$ cat config.mk
export PLATFORM = sky130hd
export DESIGN_NAME = uart_receiver_flat
export DESIGN_NICKNAME = d
export VERILOG_FILES = /design/src/rtl/uart_receiver_if.sv /design/src/rtl/uart_receiver.sv /design/src/flat_wrapper.sv
export SDC_FILE = /design/constraint.sdc
export NUM_CORES = 1
export LEC_CHECK = 0
export BUFFER_PORTS_ARGS = -buffer_cell sky130_fd_sc_hd__buf_2
export CELL_PAD_IN_SITES_DETAIL_PLACEMENT = 1
export CELL_PAD_IN_SITES_GLOBAL_PLACEMENT = 2
export CORE_AREA = 2 2 94 96
export DETAILED_ROUTE_END_ITERATION = 7
export DIE_AREA = 0 0 96 98
export PLACE_DENSITY_LB_ADDON = 0.25
export SYNTH_ARGS = -nofsm -noshare
export SYNTH_HDL_FRONTEND = slang
export SYNTH_SLANG_ARGS = --single-unit
$ cat constraint.sdc
create_clock -name clk -period 3.1 [get_ports clk]
set_clock_uncertainty 0.2 [all_clocks]
set_input_delay 0 -clock clk [delete_from_list [all_inputs] [get_ports clk]]
set_output_delay 0 -clock clk [all_outputs]
set_load 0.01 [all_outputs]
$ cat src/rtl/uart_receiver_if.sv
// uart_receiver_if: serial line, FIFO read side and status flags of uart_receiver.
interface uart_receiver_if;
  logic       rxd;
  logic       rx_enable;
  logic       rd_en;
  logic       err_clr;
  logic [7:0] rx_data;
  logic       rx_valid;
  logic       rx_overflow;
  logic       frame_err;
  logic       busy;
  modport master (
    output rxd, rx_enable, rd_en, err_clr,
    input  rx_data, rx_valid, rx_overflow, frame_err, busy
  );
  modport slave (
    input  rxd, rx_enable, rd_en, err_clr,
    output rx_data, rx_valid, rx_overflow, frame_err, busy
  );
endinterface

$ cat src/rtl/uart_receiver.sv
// uart_receiver: 16x-oversampled 8N1 UART receiver with a 4-entry FIFO and sticky error flags.
module uart_receiver #(
  parameter int CLK_FREQ = 50000000,
  parameter int BAUD     = 9600
) (
  input logic           clk,
  input logic           reset,
  uart_receiver_if.slave bus
);
  localparam int DIV = CLK_FREQ / (BAUD * 16);
  localparam int TW  = $clog2(DIV);
  localparam logic [TW-1:0] TMAX = TW'(DIV - 1);
  typedef enum logic [1:0] {IDLE, START, DATA, STOP} state_e;
  state_e        state_q, state_d;
  logic          s1_q, s2_q, prev_q;
  logic [TW-1:0] tc_q;
  logic [3:0]    sc_q, sc_d;
  logic [2:0]    bi_q, bi_d;
  logic [7:0]    sh_q, sh_d;
  logic [7:0]    mem_q [4];
  logic [1:0]    wp_q, rp_q;
  logic [2:0]    cnt_q, cnt_d;
  logic          ovf_q, fe_q;
  logic          rxs, tick, fall, push, fe_set, pop, wr, ovf_set;
  assign rxs  = s2_q;
  assign tick = tc_q == TMAX;
  assign fall = prev_q & ~s2_q;
  always_ff @(posedge clk or posedge reset) begin
    if (reset) begin
      s1_q    <= 1'b1;
      s2_q    <= 1'b1;
      prev_q  <= 1'b1;
      tc_q    <= '0;
      state_q <= IDLE;
      sc_q    <= '0;
      bi_q    <= '0;
      sh_q    <= '0;
      wp_q    <= '0;
      rp_q    <= '0;
      cnt_q   <= '0;
      ovf_q   <= 1'b0;
      fe_q    <= 1'b0;
    end else begin
      s1_q    <= bus.rxd;
      s2_q    <= s1_q;
      prev_q  <= s2_q;
      tc_q    <= tick ? '0 : tc_q + 1'b1;
      state_q <= state_d;
      sc_q    <= sc_d;
      bi_q    <= bi_d;
      sh_q    <= sh_d;
      if (wr) wp_q <= wp_q + 1'b1;
      if (pop) rp_q <= rp_q + 1'b1;
      cnt_q   <= cnt_d;
      ovf_q   <= ovf_set | (ovf_q & ~bus.err_clr);
      fe_q    <= fe_set | (fe_q & ~bus.err_clr);
    end
  end
  always_ff @(posedge clk) begin
    if (wr) mem_q[wp_q] <= sh_q;
  end
  // Disabling the receiver mid-frame abandons the byte without touching the flags.
  always_comb begin
    state_d = state_q;
    sc_d    = sc_q;
    bi_d    = bi_q;
    sh_d    = sh_q;
    push    = 1'b0;
    fe_set  = 1'b0;
    if (state_q != IDLE && !bus.rx_enable) begin
      state_d = IDLE;
    end else begin
      case (state_q)
        IDLE: if (bus.rx_enable && fall) begin
          state_d = START;
          sc_d    = '0;
        end
        START: if (tick) begin
          sc_d = sc_q + 1'b1;
          if (sc_q == 4'd7) begin
            state_d = rxs ? IDLE : DATA;
            sc_d    = '0;
            bi_d    = '0;
          end
        end
        DATA: if (tick) begin
          sc_d = sc_q + 1'b1;
          if (sc_q == 4'd15) begin
            sh_d[bi_q] = rxs;
            bi_d       = bi_q + 1'b1;
            state_d    = bi_q == 3'd7 ? STOP : DATA;
          end
        end
        STOP: if (tick) begin
          sc_d = sc_q + 1'b1;
          if (sc_q == 4'd15) begin
            state_d = IDLE;
            push    = rxs;
            fe_set  = ~rxs;
          end
        end
        default: state_d = IDLE;
      endcase
    end
  end
  assign pop     = bus.rd_en && cnt_q != 3'd0;
  assign wr      = push && (cnt_q != 3'd4 || pop);
  assign ovf_set = push && cnt_q == 3'd4 && !pop;
  assign cnt_d   = cnt_q + {2'b00, wr} - {2'b00, pop};
  assign bus.rx_data     = cnt_q != 3'd0 ? mem_q[rp_q] : 8'h00;
  assign bus.rx_valid    = cnt_q != 3'd0;
  assign bus.rx_overflow = ovf_q;
  assign bus.frame_err   = fe_q;
  assign bus.busy        = state_q != IDLE;
endmodule

$ cat src/flat_wrapper.sv
// flat-port wrapper written by rule: the top's interface ports become plain ports
module uart_receiver_flat 
#(
  parameter int CLK_FREQ = 50000000,
  parameter int BAUD     = 9600
)
  (clk, reset, bus_rxd, bus_rx_enable, bus_rd_en, bus_err_clr, bus_rx_data, bus_rx_valid, bus_rx_overflow, bus_frame_err, bus_busy);
  uart_receiver_if bus_i ();
  input logic clk;
  input logic reset;
  input wire logic [$bits(bus_i.rxd)-1:0] bus_rxd;
  input wire logic [$bits(bus_i.rx_enable)-1:0] bus_rx_enable;
  input wire logic [$bits(bus_i.rd_en)-1:0] bus_rd_en;
  input wire logic [$bits(bus_i.err_clr)-1:0] bus_err_clr;
  output wire logic [$bits(bus_i.rx_data)-1:0] bus_rx_data;
  output wire logic [$bits(bus_i.rx_valid)-1:0] bus_rx_valid;
  output wire logic [$bits(bus_i.rx_overflow)-1:0] bus_rx_overflow;
  output wire logic [$bits(bus_i.frame_err)-1:0] bus_frame_err;
  output wire logic [$bits(bus_i.busy)-1:0] bus_busy;
  assign bus_i.rxd = bus_rxd;
  assign bus_i.rx_enable = bus_rx_enable;
  assign bus_i.rd_en = bus_rd_en;
  assign bus_i.err_clr = bus_err_clr;
  assign bus_rx_data = bus_i.rx_data;
  assign bus_rx_valid = bus_i.rx_valid;
  assign bus_rx_overflow = bus_i.rx_overflow;
  assign bus_frame_err = bus_i.frame_err;
  assign bus_busy = bus_i.busy;
  uart_receiver #(.CLK_FREQ(CLK_FREQ), .BAUD(BAUD)) u_core (.clk(clk), .reset(reset), .bus(bus_i));
endmodule
==> results of run 1 <==
## path summary, 6_finish.rpt
kind,start,to,slack (ps)
max,u_core.tc_q[5]$_DFF_PP0_,u_core.cnt_q[2]$_DFF_PP0_,350
min,bus_rxd,u_core.s1_q$_DFF_PP1_,100
max reg2reg,u_core.tc_q[5]$_DFF_PP0_,u_core.cnt_q[2]$_DFF_PP0_,350
min reg2reg,u_core.s1_q$_DFF_PP1_,u_core.rxs$_DFF_PP1_,170
max in group asynchronous,reset,u_core.bi_q[1]$_DFFE_PP0P_,1810
min in group asynchronous,reset,u_core.state_q[1]$_DFFE_PP0P_,140
## final cells by class
cell class | count | area [um^2]
clock buffer | 9 | 124
clock inverter | 7 | 97.6
fill | 882 | 4740
inverter | 17 | 63.8
multi-input combinational | 141 | 1230
sequential | 70 | 1920
tap | 108 | 135
timing repair buffer | 26 | 165
## registers in the layout, summed over array words and instances, names as in the netlist
| register | cells |
|---|---|
| u_core.rxs | 1 |
| u_core.sh_q | 8 |
| u_core.rp_q | 2 |
| u_core.s1_q | 1 |
| u_core.sc_q | 4 |
| u_core.bus.rx_overflow | 1 |
| u_core.bi_q | 3 |
| u_core.bus.frame_err | 1 |
| u_core.wp_q | 2 |
| u_core.tc_q | 9 |
| u_core.prev_q | 1 |
| u_core.mem_q | 32 |
| u_core.cnt_q | 3 |
| u_core.state_q | 2 |
## power by group through the flow
| stage | clock network, mW | registers, mW | logic [mW] |
|---|---|---|---|
| after global placement | 0 | 1.14 | 0.395 |
| after floorplan | 0 | 1.07 | 0.358 |
| final | 0.814 | 1.12 | 0.402 |
| after detailed placement | 0 | 1.15 | 0.404 |
| after global routing | 0.874 | 1.14 | 0.460 |
| after CTS | 0.836 | 1.13 | 0.411 |
## cell families after synthesis
logic type / after synthesis / share of synthesized area
buffers and inverters: 23 / 0.0297
AND/OR/NAND/NOR: 73 / 0.141
adder cells (fa/ha/maj): 16 / 0.0641
AO/OA/AOI/OAI: 21 / 0.0475
multiplexers: 19 / 0.0938
flip-flops: 70 / 0.591
XOR/XNOR: 12 / 0.0324
## metrics by stage
| step | cells | total power, mW | area (um^2) |
|---|---|---|---|
| after global placement | 357 | 1.54 | 3460 |
| final | 378 | 2.34 | 3730 |
| after floorplan | 234 | 1.43 | 3240 |
| after global routing | 378 | 2.48 | 3730 |
| after detailed placement | 357 | 1.55 | 3460 |
| after CTS | 378 | 2.38 | 3730 |
## layer usage
metal | up-vias | GRT usage | part of all wire
li1 | 920 | - | -
met1 | 1006 | 0.177 | 0.42
met2 | 21 | 0.272 | 0.54
met3 | 9 | 0.0309 | 0.019
met4 | 0 | 0.0626 | 0.018
met5 | - | 0 | 0
## cells in the final DEF (no fill, tap or decap), types with 9 or more instances in the layout
master | netlist | layout
dfrtp_1 | 35 | 35
nor3_1 | 10 | 10
edfxtp_1 | 32 | 32
clkbuf_8 | 1 | 9
inv_1 | 17 | 17
ha_1 | 15 | 15
and2_1 | 14 | 14
nor2_1 | 9 | 9
buf_2 | 0 | 17
mux2_2 | 11 | 11
## cell usage after synthesis, types with 6 or more instances
| library cell | count |
|---|---|
| nand2_1 | 6 |
| dfrtp_1 | 35 |
| edfxtp_1 | 32 |
| mux4_2 | 8 |
| xnor2_1 | 8 |
| ha_1 | 15 |
| nor2_1 | 9 |
| and2_1 | 14 |
| nand3_1 | 7 |
| inv_1 | 17 |
| mux2_2 | 11 |
| nor3_1 | 10 |
==> impl_metrics.csv, run 1 <==
group,metric,value,unit
outcome,status,"completed",
critical_path,crit_path_max_fanout,5,
clock_network,cts.clk_slew.worst_paths,80,ps
timing,rsz0062_at_grt,"no",
logic_synthesis,syn_area,3240,um^2
floorplanning,ios,18,
final_layout,postLayoutCoreUtil,0.441,
pwr,switchingPower,0.666,mW
pwr,clkPwrFrac,0.348,
clock_network,cts_setup_buffers,0,
drt,drtAntennaViolNets,0,
floorplanning,coreArea,8470,um^2
global_route,track_usage,0.153,
clock_network,clkLatencyLatePin,340,ps
pwr,p_int,1.67,mW
global_route,grt_pass1_wl,10.8,mm
critical_path,crit_family,"simple AND/OR/NAND/NOR gates",
logic_synthesis,synthArstFlopShare,0.543,
drt,detail_route.vias_per_cell,5.17,
clock_network,cts_root_buf,"clkbuf_8",
logic_synthesis,synth.area.top_cells,"edfxtp_1, dfrtp_1, ha_1",
pwr,p_seq_frac,0.480,
critical_path,cp.arrival,2820,ps
drt,drc_errors,0,
clock_network,numCtsBuffers,9,
placement,place.gp.congestion,0.785,
floorplanning,rows,34,
clock_network,clockBufferDepth,2,
timing,layout_min_cycle_time,2750,ps
pwr,swShare,0.285,
clock_network,postCtsHoldBufs,5,
clock_network,cts.sinks,70,
floorplanning,start_util,0.383,
critical_path,cp-start-kind,"flop",
timing,min_period_over_period,0.888,
drt,first_pass_iters,4,
global_route,grt_overflow,0,
floorplanning,die_w,96,um
timing,final.setup.tns,0,ps
critical_path,cpMaxStageDelayCell,"dfrtp_1",
logic_synthesis,synth-main-ff-cell,"dfrtp_1",
critical_path,cpPeakStageDelay,460,ps
logic_synthesis,seq_area_frac_synth,0.591,
critical_path,cp_num_cells,8,
timing,relSlewSlack,0.490,
hold_path,hold-path-cell-count,2,
timing,fmax,0.363,GHz
critical_path,critPathKind,"flop to flop",
timing,holdWs,99.7,ps
logic_synthesis,synthCells,234,
logic_synthesis,synth_area_per_cell,13.8,um^2
hold_path,hp-class,"primary input to flop",
drt,wirelength,6.33,mm
logic_synthesis,yosysWarnings,0,
pwr,ir_worst_vdd,208,uV
floorplanning,dieArea,9410,um^2
pwr,comb_power_share,0.172,
final_layout,area_delta_synth_final,15.1,%
floorplanning,fp.dieH,98,um
placement,hpwl,4.65,mm
logic_synthesis,yosysTopAreaCell,"edfxtp_1",
timing,final-max-slew-violation-count,0,
logic_synthesis,syn_nets,256,
final_layout,num_antenna_cells,0,
global_route,grt_pass1_vias,2141,
critical_path,crit_buf_inv,1,
drt,vias,1956,
timing,finalSetupViolCount,0,
logic_synthesis,synth_top_area_frac,0.297,
clock_network,htreeDepth,3,
drt,first_iter_violations,46,
final_layout,drive_gt1_frac,0.248,
global_route,grt_max_degree,21,
timing,tightest_slew,755,ps
critical_path,end_kind,"flop",
placement,pre_cts_ws,338,ps
pwr,p_leak,1.59,nW
final_layout,final_net_count,287,
logic_synthesis,synth_edf_count,32,
critical_path,rr_worst_depth,8,
timing,setup_ws,348,ps
critical_path,cp_cell_sequence,"nor4b_4, nand3_1, nor4_4, ha_1, inv_1, fa_1, xnor2_1, xnor2_1",
logic_synthesis,ys_seq_elements,70,
pwr,power_density,627,nW/um^2
logic_synthesis,yosysUniqueCellTypes,49,
drt,wl_per_cell,16.7,um
global_route,antenna_found_initial,0,
run,cap_violations,0,
placement,port-buffer-count,17,
clock_network,cts_tree,"done",
timing,finalHoldViolations,0,
critical_path,required,3170,ps
critical_path,cp_common_cell,"xnor2_1",
clock_network,ctsResizeCount,0,
(Power assumes the default switching activity.)
==> inputs of run 2 (changes only) <==
--- a/config.mk
+++ b/config.mk
@@ -5,12 +5,13 @@
 export SDC_FILE = /design/constraint.sdc
 export NUM_CORES = 1
 export LEC_CHECK = 0
+export ABC_AREA = 1
 export BUFFER_PORTS_ARGS = -buffer_cell sky130_fd_sc_hd__buf_2
 export CELL_PAD_IN_SITES_DETAIL_PLACEMENT = 1
 export CELL_PAD_IN_SITES_GLOBAL_PLACEMENT = 2
-export CORE_AREA = 2 2 94 96
+export CORE_AREA = 2 2 97 99
 export DETAILED_ROUTE_END_ITERATION = 7
-export DIE_AREA = 0 0 96 98
+export DIE_AREA = 0 0 99 101
 export PLACE_DENSITY_LB_ADDON = 0.25
 export SYNTH_ARGS = -nofsm -noshare
 export SYNTH_HDL_FRONTEND = slang
==> impl_metrics.csv, run 2 <==
group,metric,value,unit
hold_path,hold-path-cell-count,2,
drt,drtAntennaViolNets,0,
critical_path,cpPeakStageDelay,430,ps
critical_path,crit_family,"adder cells",
critical_path,end_kind,"flop",
logic_synthesis,synth_top_family_by_area,"simple AND/OR/NAND/NOR gates",
logic_synthesis,yosysUniqueCellTypes,27,
timing,relSlewSlack,0.522,
critical_path,cp_num_cells,12,
timing,layout_min_cycle_time,2650,ps
logic_synthesis,syn_nets,384,
logic_synthesis,synthArstFlopShare,0.543,
final_layout,num_antenna_cells,0,
pwr,power.total,2.61,mW
final_layout,postLayoutCoreUtil,0.425,
logic_synthesis,synth-simple-area-share,0.235,
drt,drc_errors,0,
logic_synthesis,synth-adder-area-share,0.0613,
pwr,ir_worst_vdd,349,uV
clock_network,clockBufferDepth,2,
global_route,grt_pass1_wl,12.2,mm
floorplanning,coreArea,8980,um^2
final_layout,drive_gt1_frac,0.132,
logic_synthesis,synth_top_area_frac,0.284,
timing,tightest_slew,714,ps
final_layout,regMostFlops,"u_core.mem_q",
drt,first_pass_iters,5,
global_route,track_usage,0.155,
placement,place.gp.congestion,0.743,
logic_synthesis,post-synth-top-count-cell,"nand2_1",
timing,min_period_over_period,0.856,
critical_path,cp-start-kind,"flop",
critical_path,cp_common_cell,"nor2_1",
logic_synthesis,synthMuxAreaShare,0,
final_layout,final_net_count,412,
critical_path,cpMaxStageDelayCell,"dfrtp_1",
clock_network,cts_setup_buffers,0,
floorplanning,rows,35,
critical_path,cp.arrival,2680,ps
clock_network,clkLatencyLatePin,340,ps
global_route,grt_pass1_vias,2498,
final_layout,final_common_cell,"nand2_1",
critical_path,crit_buf_inv,3,
global_route,grt_overflow,0,
logic_synthesis,synth_area_per_cell,9.36,um^2
floorplanning,ios,18,
clock_network,cts.sinks,70,
drt,wl_per_cell,14.0,um
clock_network,cts_root_buf,"clkbuf_8",
timing,fmax,0.377,GHz
critical_path,critPathKind,"flop to flop",
placement,port-buffer-count,17,
critical_path,required,3130,ps
timing,finalSetupViolCount,0,
timing,rsz0062_at_grt,"no",
global_route,antenna_found_initial,0,
pwr,p_leak,1.79,nW
placement,dpl_cell_area,3590,um^2
final_layout,top_regs,"u_core.mem_q: 32 flops, u_core.tc_q: 9 flops, u_core.sh_q: 8 flops",
drt,vias,2442,
logic_synthesis,ys_top_cells_by_count,"nand2_1, nor2_1, inv_1",
clock_network,cts_tree,"done",
logic_synthesis,synth_edf_count,32,
floorplanning,start_util,0.377,
logic_synthesis,synthCells,362,
logic_synthesis,yosysWarnings,0,
logic_synthesis,syn_area,3390,um^2
final_layout,largest_reg_flops,32,
drt,first_iter_violations,59,
hold_path,hp-class,"primary input to flop",
logic_synthesis,yosysTopAreaCell,"edfxtp_1",
logic_synthesis,synth.area.top_cells,"edfxtp_1, dfrtp_1, nand2_1",
run,cap_violations,0,
timing,final-max-slew-violation-count,0,
critical_path,cp_cell_sequence,"inv_1, ha_1, nor2_1, nor2_1, nand2_1, nor2_1, nand2_2, inv_2, ha_1, inv_1, fa_1, xnor2_1",
critical_path,crit_path_max_fanout,7,
pwr,power_density,685,nW/um^2
global_route,grt_max_degree,39,
floorplanning,dieArea,10000,um^2
clock_network,cts.clk_slew.worst_paths,80,ps
clock_network,numCtsBuffers,9,
logic_synthesis,synth-main-ff-cell,"dfrtp_1",
placement,hpwl,5.30,mm
drt,detail_route.vias_per_cell,4.83,
critical_path,reg2reg_slack,450,ps
outcome,status,"completed",
timing,finalHoldViolations,0,
critical_path,rr_worst_depth,12,
final_layout,design_area,3810,um^2
timing,final.setup.tns,0,ps
final_layout,layout_common_cells,"nand2_1, nor2_1, inv_1, dfrtp_1, edfxtp_1",
final_layout,area_delta_synth_final,12.6,%
floorplanning,fp.dieH,101,um
floorplanning,die_w,99,um
logic_synthesis,synth-compound-area-share,0.0602,
clock_network,htreeDepth,3,
logic_synthesis,synth-xor-area-share,0.0155,
timing,holdWs,94.5,ps
logic_synthesis,seq_area_frac_synth,0.565,
drt,wirelength,7.09,mm
logic_synthesis,ys_seq_elements,70,
run 2: logic make-up after synthesis:
group	Yosys count
AO/OA/AOI/OAI	39
XOR/XNOR	6
adder cells (fa/ha/maj)	16
buffers and inverters	53
flip-flops	70
AND/OR/NAND/NOR	178
run 2: timing repair:
item / in CTS / in global routing
gates resized for setup: 0 / 0
endpoints found under the hold margin: 45 / 0
hold buffers: 5 / 0
run 2: path summary, 6_finish.rpt:
kind / start / endpoint
worst max register to register: u_core.state_q[0]$_DFFE_PP0P_ / u_core.cnt_q[2]$_DFF_PP0_
max in group asynchronous: reset / u_core.prev_q$_DFF_PP1_
worst max-delay path: u_core.state_q[0]$_DFFE_PP0P_ / u_core.cnt_q[2]$_DFF_PP0_
worst min register to register: u_core.s1_q$_DFF_PP1_ / u_core.rxs$_DFF_PP1_
min in group asynchronous: reset / u_core.rp_q[1]$_DFFE_PP0P_
worst min-delay path: bus_rxd / u_core.s1_q$_DFF_PP1_
run 2: report_power, final:
group / internal, mW / leakage (nW) / switching [mW] / total (mW)
combinational: 0.310 / 0.847 / 0.500 / 0.809
clock: 0.294 / 0.0829 / 0.357 / 0.652
sequential: 1.03 / 0.859 / 0.123 / 1.15
run 2: final cells by class:
cell class | instances | area (um^2)
repair buffers | 25 | 158
clock buffers | 10 | 128
inverters | 45 | 169
multi-input cells | 239 | 1260
flip-flops and latches | 70 | 1920
fillers | 1047 | 5160
well taps | 111 | 139
clock inverters | 6 | 46.3
run 2: routing by layer:
metal | global-route usage | vias up | part of all wire
met5 | 0 | - | 0
met4 | 0.0632 | 0 | 0.016
met3 | 0.0270 | 11 | 0.023
met2 | 0.246 | 28 | 0.45
met1 | 0.211 | 1164 | 0.51
li1 | - | 1239 | -
run 2: metrics by stage:
stage,worst slack (ps),instances
final,446,506
after detailed placement,435,485
after floorplan,728,362
after CTS,425,506
after global placement,560,485
after global routing,277,506
